$ cat src/rtl/gate_net_pkg.sv
// Shared defaults, state encoding and width helper for the gate-network vote accumulator.
// GATE_NET_VOTE_COUNTS_EN (see gate_net_vote_accum) adds the out_counts port.
package gate_net_pkg;

    function automatic int cls_width(input int n);
        return (n > 1) ? $clog2(n) : 1;
    endfunction

    localparam int DEF_NUM_CLASSES = 2;
    localparam int DEF_CNT_W       = 8;
    localparam int DEF_CLS_W       = cls_width(DEF_NUM_CLASSES);

    typedef enum logic {
        ACCUM = 1'b0,
        DONE  = 1'b1
    } state_e;

endpackage

$ cat src/rtl/gate_net_argmax.sv
// Combinational argmax over per-class vote counts: lowest index wins, tie flags a shared maximum.
module gate_net_argmax
    import gate_net_pkg::*;
#(
    parameter int NUM_CLASSES = DEF_NUM_CLASSES,
    parameter int CNT_W       = DEF_CNT_W,
    parameter int CLS_W       = cls_width(NUM_CLASSES)
) (
    input  logic [NUM_CLASSES-1:0][CNT_W-1:0] counts,
    output logic [CLS_W-1:0]                  max_class,
    output logic                              tie
);

    logic [CNT_W-1:0] best;
    logic             seen;

    always_comb begin
        best      = counts[0];
        max_class = '0;
        tie       = 1'b0;
        seen      = 1'b0;
        // Strict compare keeps the lowest index when counts are equal.
        for (int i = 1; i < NUM_CLASSES; i++) begin
            if (counts[i] > best) begin
                best      = counts[i];
                max_class = CLS_W'(i);
            end
        end
        for (int i = 0; i < NUM_CLASSES; i++) begin
            if (counts[i] == best) begin
                tie  = tie | seen;
                seen = 1'b1;
            end
        end
    end

endmodule

$ cat src/rtl/gate_net_vote_accum.sv
// Accumulates multi-hot class votes over a frame and presents the argmax decision.
// Define GATE_NET_VOTE_COUNTS_EN to expose the final per-class counts on out_counts.
module gate_net_vote_accum
    import gate_net_pkg::*;
#(
    parameter  int NUM_CLASSES = DEF_NUM_CLASSES,
    parameter  int CNT_W       = DEF_CNT_W,
    localparam int CLS_W       = cls_width(NUM_CLASSES)
) (
    input  logic                   clk,
    input  logic                   rst_n,
    input  logic                   in_valid,
    output logic                   in_ready,
    input  logic [NUM_CLASSES-1:0] in_bits,
    input  logic [CNT_W-1:0]       frame_len,
    input  logic                   flush,
    output logic                   out_valid,
    input  logic                   out_ready,
    output logic [CLS_W-1:0]       out_class,
    output logic                   out_tie
`ifdef GATE_NET_VOTE_COUNTS_EN
    ,
    output logic [NUM_CLASSES*CNT_W-1:0] out_counts
`endif
);

    // Handshakes: a transfer happens on a rising edge where valid & ready are both high;
    // valid never depends on ready, and out_* hold steady while out_valid waits for out_ready.

    state_e                           state_q, state_d;
    logic [NUM_CLASSES-1:0][CNT_W-1:0] cnt_q, cnt_d;
    logic [CNT_W-1:0]                 samp_q, samp_d;
    logic [CNT_W-1:0]                 len_q, len_d;
    logic [CNT_W-1:0]                 len_eff;
    logic [CLS_W-1:0]                 am_class;
    logic                             am_tie;

    always_ff @(posedge clk or negedge rst_n) begin
        if (!rst_n) begin
            state_q <= ACCUM;
            cnt_q   <= '0;
            samp_q  <= '0;
            len_q   <= '0;
        end else begin
            state_q <= state_d;
            cnt_q   <= cnt_d;
            samp_q  <= samp_d;
            len_q   <= len_d;
        end
    end

    always_comb begin
        state_d = state_q;
        cnt_d   = cnt_q;
        samp_d  = samp_q;
        len_d   = len_q;
        // The first sample of a frame uses the live frame_len; zero means a one-sample frame.
        if (samp_q == '0) begin
            len_eff = (frame_len == '0) ? CNT_W'(1) : frame_len;
        end else begin
            len_eff = len_q;
        end
        case (state_q)
            ACCUM: begin
                if (flush) begin
                    cnt_d  = '0;
                    samp_d = '0;
                end else if (in_valid) begin
                    for (int i = 0; i < NUM_CLASSES; i++) begin
                        if (in_bits[i] && (cnt_q[i] != {CNT_W{1'b1}})) begin
                            cnt_d[i] = cnt_q[i] + 1'b1;
                        end
                    end
                    samp_d = samp_q + 1'b1;
                    len_d  = len_eff;
                    if (samp_d == len_eff) begin
                        state_d = DONE;
                    end
                end
            end
            DONE: begin
                if (out_ready) begin
                    cnt_d   = '0;
                    samp_d  = '0;
                    state_d = ACCUM;
                end
            end
            default: state_d = ACCUM;
        endcase
    end

    gate_net_argmax #(
        .NUM_CLASSES (NUM_CLASSES),
        .CNT_W       (CNT_W),
        .CLS_W       (CLS_W)
    ) u_argmax (
        .counts    (cnt_q),
        .max_class (am_class),
        .tie       (am_tie)
    );

    // Counts are frozen in DONE, so the decision is stable until the handshake.
    assign in_ready  = (state_q == ACCUM) & ~flush;
    assign out_valid = (state_q == DONE);
    assign out_class = out_valid ? am_class : '0;
    assign out_tie   = out_valid & am_tie;

`ifdef GATE_NET_VOTE_COUNTS_EN
    assign out_counts = cnt_q;
`endif

endmodule

$ cat config.mk
export PLATFORM = sky130hd
export DESIGN_NAME = gate_net_vote_accum
export DESIGN_NICKNAME = d
export VERILOG_FILES = /design/src/rtl/gate_net_pkg.sv /design/src/rtl/gate_net_argmax.sv /design/src/rtl/gate_net_vote_accum.sv
export SDC_FILE = /design/constraint.sdc
export NUM_CORES = 1
export LEC_CHECK = 0
export BUFFER_PORTS_ARGS = -buffer_cell sky130_fd_sc_hd__buf_2
export CAP_MARGIN = 20
export CORE_MARGIN = 1.5
export CORE_UTILIZATION = 35
export DETAILED_ROUTE_END_ITERATION = 10
export SETUP_SLACK_MARGIN = 0.1
export SYNTH_ARGS = -nofsm -noshare
export SYNTH_HDL_FRONTEND = slang
export SYNTH_SLANG_ARGS = --single-unit
export TNS_END_PERCENT = 10
$ cat constraint.sdc
create_clock -name clk -period 2.26 [get_ports clk]
set_input_delay 0.339 -clock clk [delete_from_list [all_inputs] [get_ports clk]]
set_output_delay 0.339 -clock clk [all_outputs]
set_load 0.05 [all_outputs]
Yosys cells after proc, flatten, opt, wreduce, memory -nomap -nowiden

Cells that the tools add are included.

Add/sub/neg operators: 3
$lt $le $gt $ge: 1
Equal/unequal tests: 9
Mux-type cells: 22
Bitwise gates (word level): 4
Reductions and logical operators: 8

Operators with widths:

| cell                                                           | number |
|---|---|
| 8-bit 2-to-1 mux                                               | 8 |
| 16-bit 2-to-1 mux                                              | 3 |
| 16-bit case mux with 2 select lines                            | 1 |
| 8-bit by 1-bit adder with 8-bit output (second input constant) | 3 |
| 8-bit equality test                                            | 3 |
| 8-bit zero test                                                | 2 |
| 8-bit inequality test (second input constant)                  | 2 |
| 8-bit case mux with 2 select lines                             | 1 |
| 3-bit inequality test (second input constant)                  | 3 |
| 3-bit AND reduction                                            | 3 |
| 8-bit > comparator                                             | 1 |
| 1-bit 2-to-1 mux                                               | 8 |
| 1-bit AND                                                      | 2 |
| 1-bit logical AND                                              | 2 |
| 2-bit inequality test (second input constant)                  | 1 |
| 1-bit inverter                                                 | 2 |
| 1-bit case mux with 2 select lines                             | 1 |
| 2-bit AND reduction                                            | 1 |

Register bits after elaboration: 33
Input bits: 15
Output and inout bits: 4
Word-level logic and storage cells: 52

Longest topological paths before layout

Depth in word-level cells: 8
Gate-level depth with buffers: 8
Depth with buffers taken out: 8

By module

From an unflattened synthesis, not the netlist that was laid out.

Cells, all modules: 218
Area, all modules: 2115.8 µm²

By module, submodules not included:

| module              | instances | cells an instance | area each (µm²) | sequential area each (µm²) |
|---|---|---|---|---|
| gate_net_vote_accum | 1         | 180               | 1826.8          | 825.8 |
| gate_net_argmax     | 1         | 38                | 289.0           | 0.0 |

Worst setup path after synthesis

Ideal clock, no wire load.

Kind: register -> output
Start point: register cnt_q[11] (netlist name)
End point: output port out_tie
Arrival: 2.415 ns
Required time: 1.921 ns
Path slack: -0.494 ns
Stages on the path, launching flop included: 6
Path buffers: 1
Cells stage by stage: dfrtp_1 clkbuf_1 xor2_1 nor4_1 nand3_1 nor4_1

Word-level cells in the longest chain between the ends: 6
Elaborated cells on any way between the ends: 7
Those cells by class: order compare (1); eq/ne (2); mux (3); bitwise (1)

Ends and longest elaborated chain:

| item                   | RTL line                   | text |
|---|---|---|
| from (decl)            | gate_net_vote_accum.sv:31  | `logic [NUM_CLASSES-1:0][CNT_W-1:0] cnt_q, cnt_d;` |
| from (signal assigned) | gate_net_vote_accum.sv:46  | `cnt_q <= cnt_d;` |
| 8-bit > comparator     | gate_net_argmax.sv:24      | `if (counts[i] > best) begin` |
| 8-bit 2-to-1 mux       | gate_net_argmax.sv:24      |  |
| 8-bit equality test    | gate_net_argmax.sv:30      | `if (counts[i] == best) begin` |
| 1-bit 2-to-1 mux       | gate_net_argmax.sv:30      |  |
| 1-bit 2-to-1 mux *     | gate_net_argmax.sv:30      |  |
| 1-bit AND *            | gate_net_vote_accum.sv:106 | `assign out_tie = out_valid & am_tie;` |
| to (decl)              | gate_net_vote_accum.sv:20  | `output logic out_tie` |

Mark *: on every way between the ends. The rest lies on a longest branch, timed or not.

Worst setup path after layout

Start point: register cnt_q[1] (netlist name)
End point: output port out_class

Word-level cells in the longest chain between the ends: 3

Ends and longest elaborated chain:

| item               | RTL line                   | text |
|---|---|---|
| 8-bit > comparator | gate_net_argmax.sv:24      |  |
| 1-bit 2-to-1 mux   | gate_net_argmax.sv:24      |  |
| 1-bit 2-to-1 mux   | gate_net_vote_accum.sv:105 | `assign out_class = out_valid ? am_class : '0;` |
| to (decl)          | gate_net_vote_accum.sv:19  | `output logic [CLS_W-1:0] out_class,` |

No other way between the ends.

==> impl_metrics.sql <==
INSERT INTO impl_metrics (metric_group, metric, value, unit) VALUES
('finish', 'final_cells', '323', ''),
('synthesis', 'ys_types', '31', ''),
('synthesis', 'yosys-mux-area-fraction', '8.75', '%'),
('floorplanning', 'placement_rows', '27', ''),
('grt', 'grt-ovfl-total', '0', ''),
('worst_setup_path', 'ff2ff_setup_slack', '0.25', 'ns'),
('grt', 'grt_antenna_before_repair', '0', ''),
('finish', 'finish.net_count', '277', ''),
('finish', 'final_cell_area', '2490', 'um^2'),
('synthesis', 'synth_simple_gate_area_share', '18.0', '%'),
('routing', 'antenna_left', '0', ''),
('finish', 'layout.cells.most_common_list', 'sky130_fd_sc_hd__dfrtp_1 (32), sky130_fd_sc_hd__nand2_1 (21), sky130_fd_sc_hd__xnor2_1 (19), sky130_fd_sc_hd__nor2_1 (18), sky130_fd_sc_hd__buf_2 (16)', ''),
('min_path', 'hold_path_class', 'in -> async', ''),
('worst_setup_path', 'crit_type', 'reg -> out', ''),
('worst_setup_path', 'cp_max_fo', '3', ''),
('placed_design', 'hpwlAfterDp', '3300', 'um'),
('synthesis', 'syn-num-nets', '246', ''),
('sta', 'clock-skew-final', '0.00296', 'ns'),
('finish', 'final_layout_size_suffix_gt1_share', '22.3', '%'),
('worst_setup_path', 'critPathLaunchType', 'flip-flop', ''),
('sta', 'timing_worst_slew_pin_value', '0.751', 'ns'),
('worst_setup_path', 'setup.worst_path.end_class', 'output port', ''),
('finish', 'flow.area_growth_from_synthesis', '19.5', '%'),
('finish', 'n_antenna_cell', '0', ''),
('clock_tree', 'worstSkewPairLatency', '0.28', 'ns'),
('synthesis', 'post_syn_area_per_cell', '9.54', 'um^2'),
('routing', 'route.vias.total', '1650', ''),
('job', 'drv_cap', '0', ''),
('pwr', 'static-leakage-power', '1.15', 'nW'),
('synthesis', 'synthXorXnorAreaFrac', '14.3', '%'),
('placed_design', 'rd_place_congestion', '0.799', ''),
('grt', 'grt_start_max_net_pins', '34', ''),
('floorplanning', 'chipHeight', '80.2', 'um'),
('placed_design', 'placed_cells', '308', ''),
('clock_tree', 'clk_transition_reported_paths', '0.07', 'ns'),
('synthesis', 'syn_inst', '219', ''),
('clock_tree', 'clk_path_buf_depth', '2', ''),
('grt', 'grt_pass1_vias', '1643', ''),
('routing', 'detail_route.vias_per_cell', '5.11', ''),
('synthesis', 'synth_top_family_by_area', 'simple AND/OR/NAND/NOR gates', ''),
('floorplanning', 'die_x', '80.2', 'um'),
('finish', 'layout.cells.most_common', 'sky130_fd_sc_hd__dfrtp_1', ''),
('synthesis', 'synth_warnings', '0', ''),
('sta', 'setup_total_negative_slack', '0', 'ns'),
('clock_tree', 'cts_buffers', '5', ''),
('clock_tree', 'cts_htree_levels', '2', ''),
('sta', 'report.final.slew_viol_count', '0', ''),
('synthesis', 'synth_compound_gate_area_share', '8.57', '%'),
('sta', 'fin_worst_hold_slack', '0.121', 'ns'),
('pwr', 'vdd_ir_drop_max', '0.000261', 'V'),
('clock_tree', 'clkSinkCount', '33', ''),
('routing', 'remaining_drc_errors', '0', ''),
('placed_design', 'portBuffers', '18', ''),
('clock_tree', 'clock_tree.root_cell', 'sky130_fd_sc_hd__clkbuf_8', ''),
('worst_setup_path', 'r2r-start', 'out_valid$_DFF_PN0_', ''),
('floorplanning', 'core-area', '5640', 'um^2'),
('sta', 'rsz0062_at_grt', 'yes', ''),
('grt', 'grt_first_pass_wirelength', '7850', 'um'),
('synthesis', 'synth.yosys.seq_area_share', '39.5', '%'),
('sta', 'final-setup-viol-count', '0', ''),
('routing', 'wirelength', '4580', 'um'),
('synthesis', 'syn-cell-area', '2090', 'um^2'),
('pwr', 'power_density', '594', 'nW/um^2'),
('worst_setup_path', 'cp_data_arrival_time', '1.82', 'ns'),
('grt', 'grtUsageTotal', '15.9', '%'),
('floorplanning', 'top_level_ports', '19', ''),
('status', 'run_status', 'complete, no violations', ''),
('routing', 'detailedRoute.firstPassIterationCount', '4', ''),
('routing', 'wl_per_cell', '14.2', 'um'),
('sta', 'upper_clock_frequency_limit', '0.462', 'GHz'),
('synthesis', 'synth_seq_cells', '33', '');
[report_power, final]
| part | leakage (nW) | internal, mW | switching, mW |
|---|---|---|---|
| combinational | 0.647 | 0.116 | 0.123 |
| sequential | 0.440 | 0.635 | 0.0310 |
| clock | 0.0585 | 0.359 | 0.219 |
| total | 1.15 | 1.11 | 0.372 |
[timing repair]
item	CTS	global route
gates resized for setup	11	1
setup endpoints to repair	1	2
setup buffers	7	0
hold buffers	0	0
pin swaps	4	0
[state kept, by name (all words and copies together) (netlist names)]
name / flops
samp_q: 8
cnt_q: 16
out_valid: 1
len_q: 8
[how the worst max path moves through the flow]
stage                     startpoint   endpoint  cells after the start
2_1_floorplan  cnt_q[11]$_DFFE_PN0P_    out_tie                      5
3_3_place_gp    cnt_q[5]$_DFFE_PN0P_  out_class                      8
3_5_place_dp    cnt_q[5]$_DFFE_PN0P_  out_class                      8
4_1_cts         cnt_q[1]$_DFFE_PN0P_  out_class                      9
5_1_grt         cnt_q[1]$_DFFE_PN0P_  out_class                      9
6_report        cnt_q[1]$_DFFE_PN0P_  out_class                      9
[critical path, stage by stage, from the launching register on]
cell	delay (ns)
sky130_fd_sc_hd__dfrtp_1	0.40
sky130_fd_sc_hd__inv_2	0.10
sky130_fd_sc_hd__ha_4	0.21
sky130_fd_sc_hd__nor2b_1	0.12
sky130_fd_sc_hd__o21ai_1	0.12
sky130_fd_sc_hd__nand2b_1	0.08
sky130_fd_sc_hd__a21oi_2	0.13
sky130_fd_sc_hd__o21ai_1	0.07
sky130_fd_sc_hd__o211a_1	0.15
sky130_fd_sc_hd__buf_6	0.16
[through the flow]
stage,setup WS [ns],power [mW]
after floorplan,0.0781,0.845
after global placement,0.165,0.905
after detailed placement,0.170,0.911
after CTS,0.0869,1.50
after global routing,0.00947,1.55
final,0.0961,1.48
[final cells by class]
cell class                      instances  area [um^2]
Tap cell                               72         90.1
Sequential cell                        33          827
Inverter                               12         45.0
Timing Repair Buffer                   30          189
Clock inverter                          1         30.0
Multi-Input combinational cell        168         1230
Clock buffer                            7         86.3
Fill cell                             523         3150
[cell usage after synthesis, drive strengths merged]
cell type	count	area [um^2]
xnor2	19	166
nand2b	3	18.8
nor3	2	10.0
o211a	1	10.0
and3b	2	17.5
a22o	1	8.76
nor2b	1	6.26
and2	2	12.5
nor2	19	71.3
dfrtp	33	826
nor4	6	37.5
ha	12	150
o31ai	3	27.5
and3	1	6.26
o21bai	2	15.0
a21oi	2	10.0
a21o	3	22.5
xor2	15	131
nand4	11	68.8
buf	2	16.3
inv	12	45.0
nand2	21	78.8
and4	1	8.76
clkbuf	4	15.0
o21ai	17	85.1
mux2i	8	92.6
mux2	8	90.1
nand3	8	40.0
[logic make-up after synthesis]
group                    count (synthesis)
AO/OA/AOI/OAI                           29
XOR/XNOR                                34
adder cells (fa/ha/maj)                 12
buffers and inverters                   18
flip-flops                              33
multiplexers                            16
AND/OR/NAND/NOR                         77
[layer usage]
| metal | track usage (%) | vias to the layer above | wire (um) |
|---|---|---|---|
| met5 | 0 | - | 0 |
| met4 | 5.69 | 0 | 63 |
| li1 | - | 818 | - |
| met3 | 3.41 | 5 | 146 |
| met2 | 25.1 | 33 | 2140 |
| met1 | 21.4 | 794 | 2220 |
No activity file was read; power rests on OpenSTA's default activity.
